===== config.mk =====
export PLATFORM = sky130hd
export DESIGN_NAME = ram_port_arbiter
export DESIGN_NICKNAME = d
export VERILOG_FILES = /design/src/rtl/ram_arb_pkg.sv /design/src/rtl/ram_arb_rr.sv /design/src/rtl/ram_port_arbiter.sv
export SDC_FILE = /design/constraint.sdc
export NUM_CORES = 1
export LEC_CHECK = 0
export ABC_AREA = 1
export BUFFER_PORTS_ARGS = -buffer_cell sky130_fd_sc_hd__buf_2
export CORE_AREA = 2 2 99 101
export DETAILED_ROUTE_END_ITERATION = 6
export DIE_AREA = 0 0 101 103
export MAX_ROUTING_LAYER = met4
export PLACE_DENSITY = 0.55
export SETUP_SLACK_MARGIN = 0.15
export SLEW_MARGIN = 20
export SYNTH_ARGS = -nofsm -noshare
export SYNTH_HDL_FRONTEND = slang
export SYNTH_SLANG_ARGS = --single-unit

===== constraint.sdc =====
create_clock -name clk_i -period 1.7 [get_ports clk_i]
set_input_delay 0.51 -clock clk_i [delete_from_list [all_inputs] [get_ports clk_i]]
set_output_delay 0.51 -clock clk_i [all_outputs]
set_load 0.05 [all_outputs]

===== src/rtl/ram_arb_pkg.sv =====
// ram_arb_pkg: shared types and constants for the two-port RAM arbiter.
package ram_arb_pkg;
    localparam int NUM_PORTS      = 2;
    localparam int RAM_ADDR_WIDTH = 14;
    localparam int RAM_DATA_WIDTH = 32;

    typedef enum logic {PORT0 = 1'b0, PORT1 = 1'b1} port_id_e;

    typedef struct packed {
        logic [RAM_ADDR_WIDTH-1:0]   addr;
        logic                        we;
        logic [RAM_DATA_WIDTH/8-1:0] be;
        logic [RAM_DATA_WIDTH-1:0]   wdata;
    } ram_req_t;
endpackage


===== src/rtl/ram_arb_rr.sv =====
// ram_arb_rr: 2-way round-robin grant core; prio flips only on contended grants.
module ram_arb_rr
    import ram_arb_pkg::*;
#(
    parameter int RESET_PRIO = 0
) (
    input  logic                 clk,
    input  logic                 rst,
    input  logic [NUM_PORTS-1:0] req,
    output logic [NUM_PORTS-1:0] gnt,
    output port_id_e             gnt_id
);
    logic prio;
    logic contended;

    assign contended = &req;

    always_comb begin
        gnt    = rst ? '0 : contended ? (prio ? 2'b10 : 2'b01) : req;
        gnt_id = gnt[1] ? PORT1 : PORT0;
    end

    // The winner of a contended cycle hands priority to the loser.
    always_ff @(posedge clk or posedge rst) begin
        if (rst)
            prio <= RESET_PRIO[0];
        else if (contended)
            prio <= ~prio;
    end
endmodule


===== src/rtl/ram_port_arbiter.sv =====
// ram_port_arbiter: shares one single-port RAM between two OBI-style requesters.
module ram_port_arbiter
    import ram_arb_pkg::*;
#(
    parameter int ADDR_WIDTH = 14,
    parameter int DATA_WIDTH = 32,
    parameter int RESET_PRIO = 0
) (
    input  logic                    clk_i,
    input  logic                    rst_i,
    input  logic [NUM_PORTS-1:0]    p_req_i,
    output logic [NUM_PORTS-1:0]    p_gnt_o,
    input  logic [ADDR_WIDTH-1:0]   p0_addr_i,
    input  logic [ADDR_WIDTH-1:0]   p1_addr_i,
    input  logic                    p0_we_i,
    input  logic                    p1_we_i,
    input  logic [DATA_WIDTH/8-1:0] p0_be_i,
    input  logic [DATA_WIDTH/8-1:0] p1_be_i,
    input  logic [DATA_WIDTH-1:0]   p0_wdata_i,
    input  logic [DATA_WIDTH-1:0]   p1_wdata_i,
    output logic [NUM_PORTS-1:0]    p_rvalid_o,
    output logic [DATA_WIDTH-1:0]   p0_rdata_o,
    output logic [DATA_WIDTH-1:0]   p1_rdata_o,
    output logic                    ram_en_o,
    output logic [ADDR_WIDTH-1:0]   ram_addr_o,
    output logic [DATA_WIDTH-1:0]   ram_wdata_o,
    output logic                    ram_we_o,
    output logic [DATA_WIDTH/8-1:0] ram_be_o,
    input  logic [DATA_WIDTH-1:0]   ram_rdata_i
);
    logic     xfer;
    logic     sel1;
    logic     owner_valid;
    port_id_e gnt_id;
    port_id_e owner_id;

    ram_arb_rr #(.RESET_PRIO(RESET_PRIO)) u_rr (
        .clk    (clk_i),
        .rst    (rst_i),
        .req    (p_req_i),
        .gnt    (p_gnt_o),
        .gnt_id (gnt_id)
    );

    assign xfer = |(p_req_i & p_gnt_o);
    assign sel1 = gnt_id == PORT1;

    // Idle cycles drive zeros so nothing undefined reaches the RAM.
    always_comb begin
        ram_en_o    = xfer;
        ram_addr_o  = !xfer ? '0 : sel1 ? p1_addr_i  : p0_addr_i;
        ram_wdata_o = !xfer ? '0 : sel1 ? p1_wdata_i : p0_wdata_i;
        ram_we_o    = xfer && (sel1 ? p1_we_i : p0_we_i);
        ram_be_o    = !xfer ? '0 : sel1 ? p1_be_i    : p0_be_i;
    end

    always_ff @(posedge clk_i or posedge rst_i) begin
        if (rst_i) begin
            owner_valid <= 1'b0;
            owner_id    <= PORT0;
        end else begin
            owner_valid <= xfer;
            owner_id    <= gnt_id;
        end
    end

    always_comb begin
        p_rvalid_o = {owner_valid && owner_id == PORT1, owner_valid && owner_id == PORT0};
        p0_rdata_o = p_rvalid_o[0] ? ram_rdata_i : '0;
        p1_rdata_o = p_rvalid_o[1] ? ram_rdata_i : '0;
    end
endmodule


==> impl_metrics.csv, run 1 <==
group,metric,value,unit
synthesis,synth_flop_cell,"dfrtp_1",
cts,cts_buffer_depth,2,
die,pin_count,258,
setup_path,r2r_start,"u_rr.prio",
placed_design,io_buffers,257,
synthesis,netlist_area,1800,um2
die,coreArea,9460,um2
synthesis,synth-seq-cells,3,
placed_design,place_ws,-0.518,ns
cts,numClockSinks,3,
detailed_routing,vias,3663,
setup_path,crit_path_start,"p_req_i[1]",
cells_and_area,filler_cell_count,721,
die,die_x,101,um
synthesis,netlist_instances,405,
cts,cts_buffers,3,
sta,slew_viol_final,0,
power_and_ir_drop,pwr-share-clk,0.082,
sta,tns,-23.99,ns
sta,period_share,1.21,
cells_and_area,final_cell_mix,"buf_2 (134), nor2_4 (118), buf_6 (86)",
cells_and_area,layout-drive-gt1-share,0.780,
power_and_ir_drop,power_density,395,nW/um2
placed_design,dp_hpwl,7150,um
synthesis,synth_fa_ha_area_frac,0,
synthesis,syn_area_per_cell,4.44,um2
synthesis,synth-simple-area-share,0.511,
sta,setup_slack,-0.365,ns
setup_path,start_kind,"input pin",
synthesis,yosys_warnings,0,
detailed_routing,route.detailed.drc,0,
setup_path,crit_path_frequent_cell,"nor2_4",
detailed_routing,drtPass1Iterations,4,
setup_path,cp_max_fo,13,
cts,cts.htree.levels,1,
synthesis,synth-edff-count,0,
status,failed_checks,"negative setup slack",
synthesis,synthArstFlopShare,1.00,
placed_design,postPlaceCellArea,4360,um2
cts,clk_pin_slew,0.03,ns
power_and_ir_drop,leakagePower,3.03,nW
die,dieHeight,103,um
power_and_ir_drop,seqPwrFrac,0.034,
sta,rsz0062_at_grt,"true",
synthesis,synth_compound_area_frac,0.158,
sta,fmax,484,MHz
cts,cts_tree,"built",
global_route,grt_max_degree,35,
detailed_routing,dr.first_iter.drc_count,72,
sta,whs,0.319,ns
setup_path,slowest_stage,"buf_6",
detailed_routing,drt-total-wl,11900,um
status,status,"finished with violations",
cells_and_area,num-nets-final,831,
setup_path,worstPathRequired,1.19,ns
global_route,grt_use_total,0.206,
cells_and_area,area_growth,257,%
cells_and_area,final_common_cell,"buf_2",
cts,holdBufCountCts,0,
power_and_ir_drop,power.switching,1.36,mW
global_route,grt_pass1_vias,3488,
run,cap_violations,0,
sta,post-route-min-period,2.07,ns
setup_path,crit_chain,"buf_12, inv_12, nor2_4, buf_6, buf_16, nand3_1, nand2_4, nor2_4, buf_8",
cts,clock_latency,0.22,ns
global_route,grt_pass1_wl,16800,um
detailed_routing,ant_nets,0,
cts,clock-root-buffer,"clkbuf_8",
worst_hold_path,hold_path.class,"input pin to async pin",
cells_and_area,final_area,6410,um2
synthesis,synth.net_count,543,
setup_path,arrival,1.56,ns
die,dieArea,10400,um2
detailed_routing,avgViaCountPerCell,4.54,
power_and_ir_drop,ir_drop,0.254,mV
synthesis,synth_mux_area_frac,0,
setup_path,endpoint_kind,"primary output",
synthesis,synth_top_family_by_area,"simple AND/OR/NAND/NOR gates",
die,rows,36,
setup_path,crit_type,"input pin to primary output",
setup_path,slowest_delay,0.19,ns
sta,finClkSkew,0.0000453,ns
power_and_ir_drop,p_comb_frac,0.884,
power_and_ir_drop,p_int,1.17,mW
cells_and_area,fin_cells,807,
synthesis,synthDistinctLibCells,16,
detailed_routing,routedWlPerCell,14.7,um
die,start_util,0.190,
sta,worst_pin_slew,0.265,ns
placed_design,gp_congestion,0.805,
sta,hold_viol,0,
synthesis,synth_xor_area_frac,0,
sta,slew-limit-headroom,0.823,
sta,setup_viol,119,
global_route,overflow,0,
global_route,antenna_found_initial,1,
power_and_ir_drop,sw_frac_of_total,0.538,
placed_design,numPlacedInstances,765,
synthesis,seq_area_frac_synth,0.0418,
[final timing paths]
kind	endpoint	slack (ns)	cells after the start
worst max-delay path	ram_wdata_o[30]	-0.37	9
worst min-delay path	owner_id	0.32	3
worst max register to register	owner_id	0.62	5
worst min register to register	u_rr.prio	0.75	4
max in group asynchronous	owner_valid	1.26	3
min in group clk_i	owner_id	0.61	3
[flip-flops by register name, indices dropped and copies added, names as in the netlist]
signal / cells
owner_id: 1
owner_valid: 1
u_rr.prio: 1
[routing by layer]
metal  up-vias  GRT usage  wire length, um
li1       1788          -                -
met1      1687      0.221             4270
met2       172      0.396             6610
met3        16     0.0305              813
met4         0     0.0509              215
met5         -          -                0
[power groups by stage]
| stage | logic [mW] | clock network (mW) | registers, mW |
|---|---|---|---|
| CTS | 2.14 | 0.213 | 0.0864 |
| finish | 2.24 | 0.207 | 0.0868 |
| detailed placement | 1.63 | 0 | 0.0874 |
| global route | 2.34 | 0.224 | 0.0880 |
| floorplan | 1.24 | 0 | 0.0873 |
| global placement | 1.62 | 0 | 0.0869 |
[final cells by class]
class                           count  area, um2  area share
Tap cell                          114        143      0.0223
Antenna cell                        1       2.50    0.000391
Timing Repair Buffer              317       3280       0.512
Inverter                           90        363      0.0566
Clock buffer                        4       45.0     0.00703
Sequential cell                     3       75.1      0.0117
Multi-Input combinational cell    278       2500       0.390
[metrics by stage]
step / power (mW) / utilization
2_1_floorplan: 1.32 / -
3_3_place_gp: 1.70 / 0.461
3_5_place_dp: 1.72 / 0.461
4_1_cts: 2.44 / 0.648
5_1_grt: 2.66 / 0.677
6_report: 2.53 / 0.677
[cells in the mapped netlist, types with 2 or more instances]
master    number  area (um2)
nor2_1       117         439
buf_4          7        52.6
inv_1         88         330
nand3_1       51         255
nand2_1       54         203
dfrtp_1        3        75.1
clkbuf_1      10        37.5
buf_2         16        80.1
a21oi_1       51         255
inv_2          2        7.51
[worst max-delay path: cells and delay by family]
family,cells,cell delay [ns]
buffers and inverters,5,0.62
AND/OR/NAND/NOR,4,0.42
[cell families after synthesis]
family,after synthesis
simple gates,224
buf+inv,124
compound gates,54
flops,3
[timing repair]
item / CTS / global route
pin swaps: 27 / 13
setup buffers: 18 / 3
setup endpoints to repair: 120 / 120
resized for setup: 360 / 58
gates cloned: 15 / 1
Note: power is estimated with default switching activity, not from simulation.
==> run 2: changes to the inputs <==
--- a/config.mk
+++ b/config.mk
@@ -7,11 +7,11 @@
 export LEC_CHECK = 0
 export ABC_AREA = 1
 export BUFFER_PORTS_ARGS = -buffer_cell sky130_fd_sc_hd__buf_2
-export CORE_AREA = 2 2 99 101
+export CORE_AREA = 2 2 100 102
 export DETAILED_ROUTE_END_ITERATION = 6
-export DIE_AREA = 0 0 101 103
+export DIE_AREA = 0 0 102 104
 export MAX_ROUTING_LAYER = met4
-export PLACE_DENSITY = 0.55
+export PLACE_DENSITY = 0.52
 export SETUP_SLACK_MARGIN = 0.15
 export SLEW_MARGIN = 20
 export SYNTH_ARGS = -nofsm -noshare
==> constraint.sdc (replaced) <==
create_clock -name clk_i -period 2.35 [get_ports clk_i]
set_input_delay 0.705 -clock clk_i [delete_from_list [all_inputs] [get_ports clk_i]]
set_output_delay 0.705 -clock clk_i [all_outputs]
set_load 0.05 [all_outputs]
==> run 2 against run 1 <==
Compared with the run above:
- the run still ends with negative setup slack left
- first-iteration DRC count grew 17%
- count of clock-buffer cells in the layout did not move
- setup slack gained 0.26 ns
- via count down 4.6%
- non-clock buffer count decreased by 24
- die area is 2.0% higher
- sequential share of layout area rose by 0.34 points
- core utilization decreased by 16 points
- sequential power down 27%
- worst hold slack improved by 0.19 ns
- critical endpoint is now ram_wdata_o[7]
==> impl_metrics.csv, run 2 (synthesized netlist as in run 1, its figures left out) <==
group,metric,value,unit
status,status,"finished with violations",
status,failed_checks,"negative setup slack",
detailed_routing,ant_nets,0,
power_and_ir_drop,seqPwrFrac,0.040,
cells_and_area,final_util,0.520,
sta,post-route-min-period,2.45,ns
power_and_ir_drop,ir_drop,0.191,mV
setup_path,ff2ff_path_depth,6,
die,pin_count,258,
cts,cts.htree.levels,1,
power_and_ir_drop,power_density,314,nW/um2
die,dieHeight,104,um
sta,rsz0062_at_grt,"true",
placed_design,place_ws,-0.223,ns
sta,fmax,407,MHz
cells_and_area,filler_cell_count,960,
power_and_ir_drop,p_int,689,uW
worst_hold_path,hold_path.class,"input pin to async pin",
sta,hold_viol,0,
detailed_routing,routedWlPerCell,13.0,um
detailed_routing,route.detailed.drc,0,
sta,worst_pin_slew,0.310,ns
sta,setup_viol,47,
setup_path,r2r_setup_slack,1.16,ns
sta,period_share,1.04,
setup_path,cp_max_fo,6,
sta,setup_slack,-0.105,ns
power_and_ir_drop,pwr-share-clk,0.095,
global_route,antenna_found_initial,0,
cells_and_area,layout-drive-gt1-share,0.665,
cells_and_area,final_cell_mix,"buf_2 (200), inv_1 (87), nor2_4 (67)",
cells_and_area,antennaDiodeCount,0,
detailed_routing,vias,3493,
cts,cts_buffer_depth,2,
cts,clock-root-buffer,"clkbuf_8",
setup_path,endpoint_kind,"primary output",
cells_and_area,num-nets-final,807,
placed_design,io_buffers,257,
cts,clock_latency,0.21,ns
die,die_x,102,um
global_route,overflow,0,
cells_and_area,area_growth,176,%
die,dieArea,10600,um2
cts,cts_buffers,3,
placed_design,gp_congestion,0.797,
cells_and_area,final_common_cell,"buf_2",
cells_and_area,register_area,75.1,um2
power_and_ir_drop,power.switching,872,uW
setup_path,r2r_start,"u_rr.prio",
detailed_routing,avgViaCountPerCell,4.36,
setup_path,worstPathRequired,1.64,ns
global_route,grt_max_degree,42,
global_route,grt_use_total,0.183,
die,start_util,0.188,
power_and_ir_drop,sw_frac_of_total,0.559,
sta,finClkSkew,0.0000648,ns
sta,slew_viol_final,0,
sta,slew-limit-headroom,0.793,
detailed_routing,drt-total-wl,10500,um
cells_and_area,multi_input_area,1970,um2
detailed_routing,dr.first_iter.drc_count,84,
setup_path,arrival,1.75,ns
detailed_routing,drtPass1Iterations,4,
global_route,grt_pass1_vias,3316,
die,rows,36,
cells_and_area,top_regs,"owner_id: 1 flops, owner_valid: 1 flops, u_rr.prio: 1 flops",
setup_path,reg2reg_to,"owner_id",
cts,cts_tree,"built",
placed_design,dp_hpwl,7030,um
setup_path,start_kind,"input pin",
cts,numClockSinks,3,
global_route,grt_pass1_wl,15600,um
setup_path,crit_type,"input pin to primary output",
run,cap_violations,0,
power_and_ir_drop,p_comb_frac,0.864,
power_and_ir_drop,leakagePower,2.71,nW
cts,clk_pin_slew,0.03,ns
die,coreArea,9550,um2
[run 2: routing by layer]
metal | vias up | part of all wire | wire length (um) | track usage
met5 | - | 0 | 0 | -
met4 | 0 | 0.0078 | 82 | 0.0162
met3 | 6 | 0.073 | 765 | 0.0215
met2 | 162 | 0.54 | 5680 | 0.348
met1 | 1588 | 0.38 | 3920 | 0.209
li1 | 1737 | - | - | -
[run 2: power groups by stage]
| stage | Sequential, mW | Clock (mW) | Combinational [mW] |
|---|---|---|---|
| final | 0.0631 | 0.149 | 1.35 |
| after CTS | 0.0632 | 0.151 | 1.30 |
| after floorplan | 0.0618 | 0 | 0.785 |
| after global placement | 0.0627 | 0 | 1.06 |
| after global routing | 0.0645 | 0.157 | 1.43 |
| after detailed placement | 0.0623 | 0 | 1.06 |
[run 2: critical path: stages]
cell     delay [ns]
buf_12         0.11
inv_8          0.05
nor2_4         0.04
buf_12         0.14
buf_12         0.13
buf_16         0.14
nand3_2        0.07
nand2_2        0.06
nor2_4         0.12
buf_6          0.16
[run 2: stage by stage]
stage	cell area (um2)	instances	power [mW]	hold WS (ns)	TNS (ns)
floorplan	2350	405	0.847	0.459	-0.229
global placement	3810	775	1.12	0.552	-8.79
detailed placement	3810	775	1.13	0.540	-9.32
CTS	4740	795	1.51	0.546	-2.61
global route	4970	801	1.65	0.532	-4.72
finish	4970	801	1.56	0.513	-2.25
[run 2: worst max path at each step]
stage	start	to	slack, ns	cells past startpoint
3_5_place_dp	p_req_i[1]	ram_wdata_o[7]	-0.22	7
2_1_floorplan	owner_id	p0_rdata_o[10]	-0.23	4
5_1_grt	p_req_i[1]	ram_wdata_o[7]	-0.15	10
6_report	p_req_i[1]	ram_wdata_o[7]	-0.10	10
3_3_place_gp	p_req_i[1]	ram_wdata_o[7]	-0.22	7
4_1_cts	p_req_i[1]	ram_wdata_o[7]	-0.11	10
[run 2: final cells by class]
| cell class | count | area share |
|---|---|---|
| Tap cell | 133 | 0.0335 |
| Inverter | 90 | 0.0700 |
| Multi-Input combinational cell | 278 | 0.396 |
| Clock buffer | 4 | 0.00907 |
| Timing Repair Buffer | 293 | 0.477 |
| Sequential cell | 3 | 0.0151 |
[run 2: timing repair]
item / CTS / global route
pin swaps: 7 / 16
gates cloned: 9 / 4
buffers inserted: 7 / 2
hold buffers: 0 / 0
setup endpoints to repair: 54 / 54
resized for setup: 179 / 32
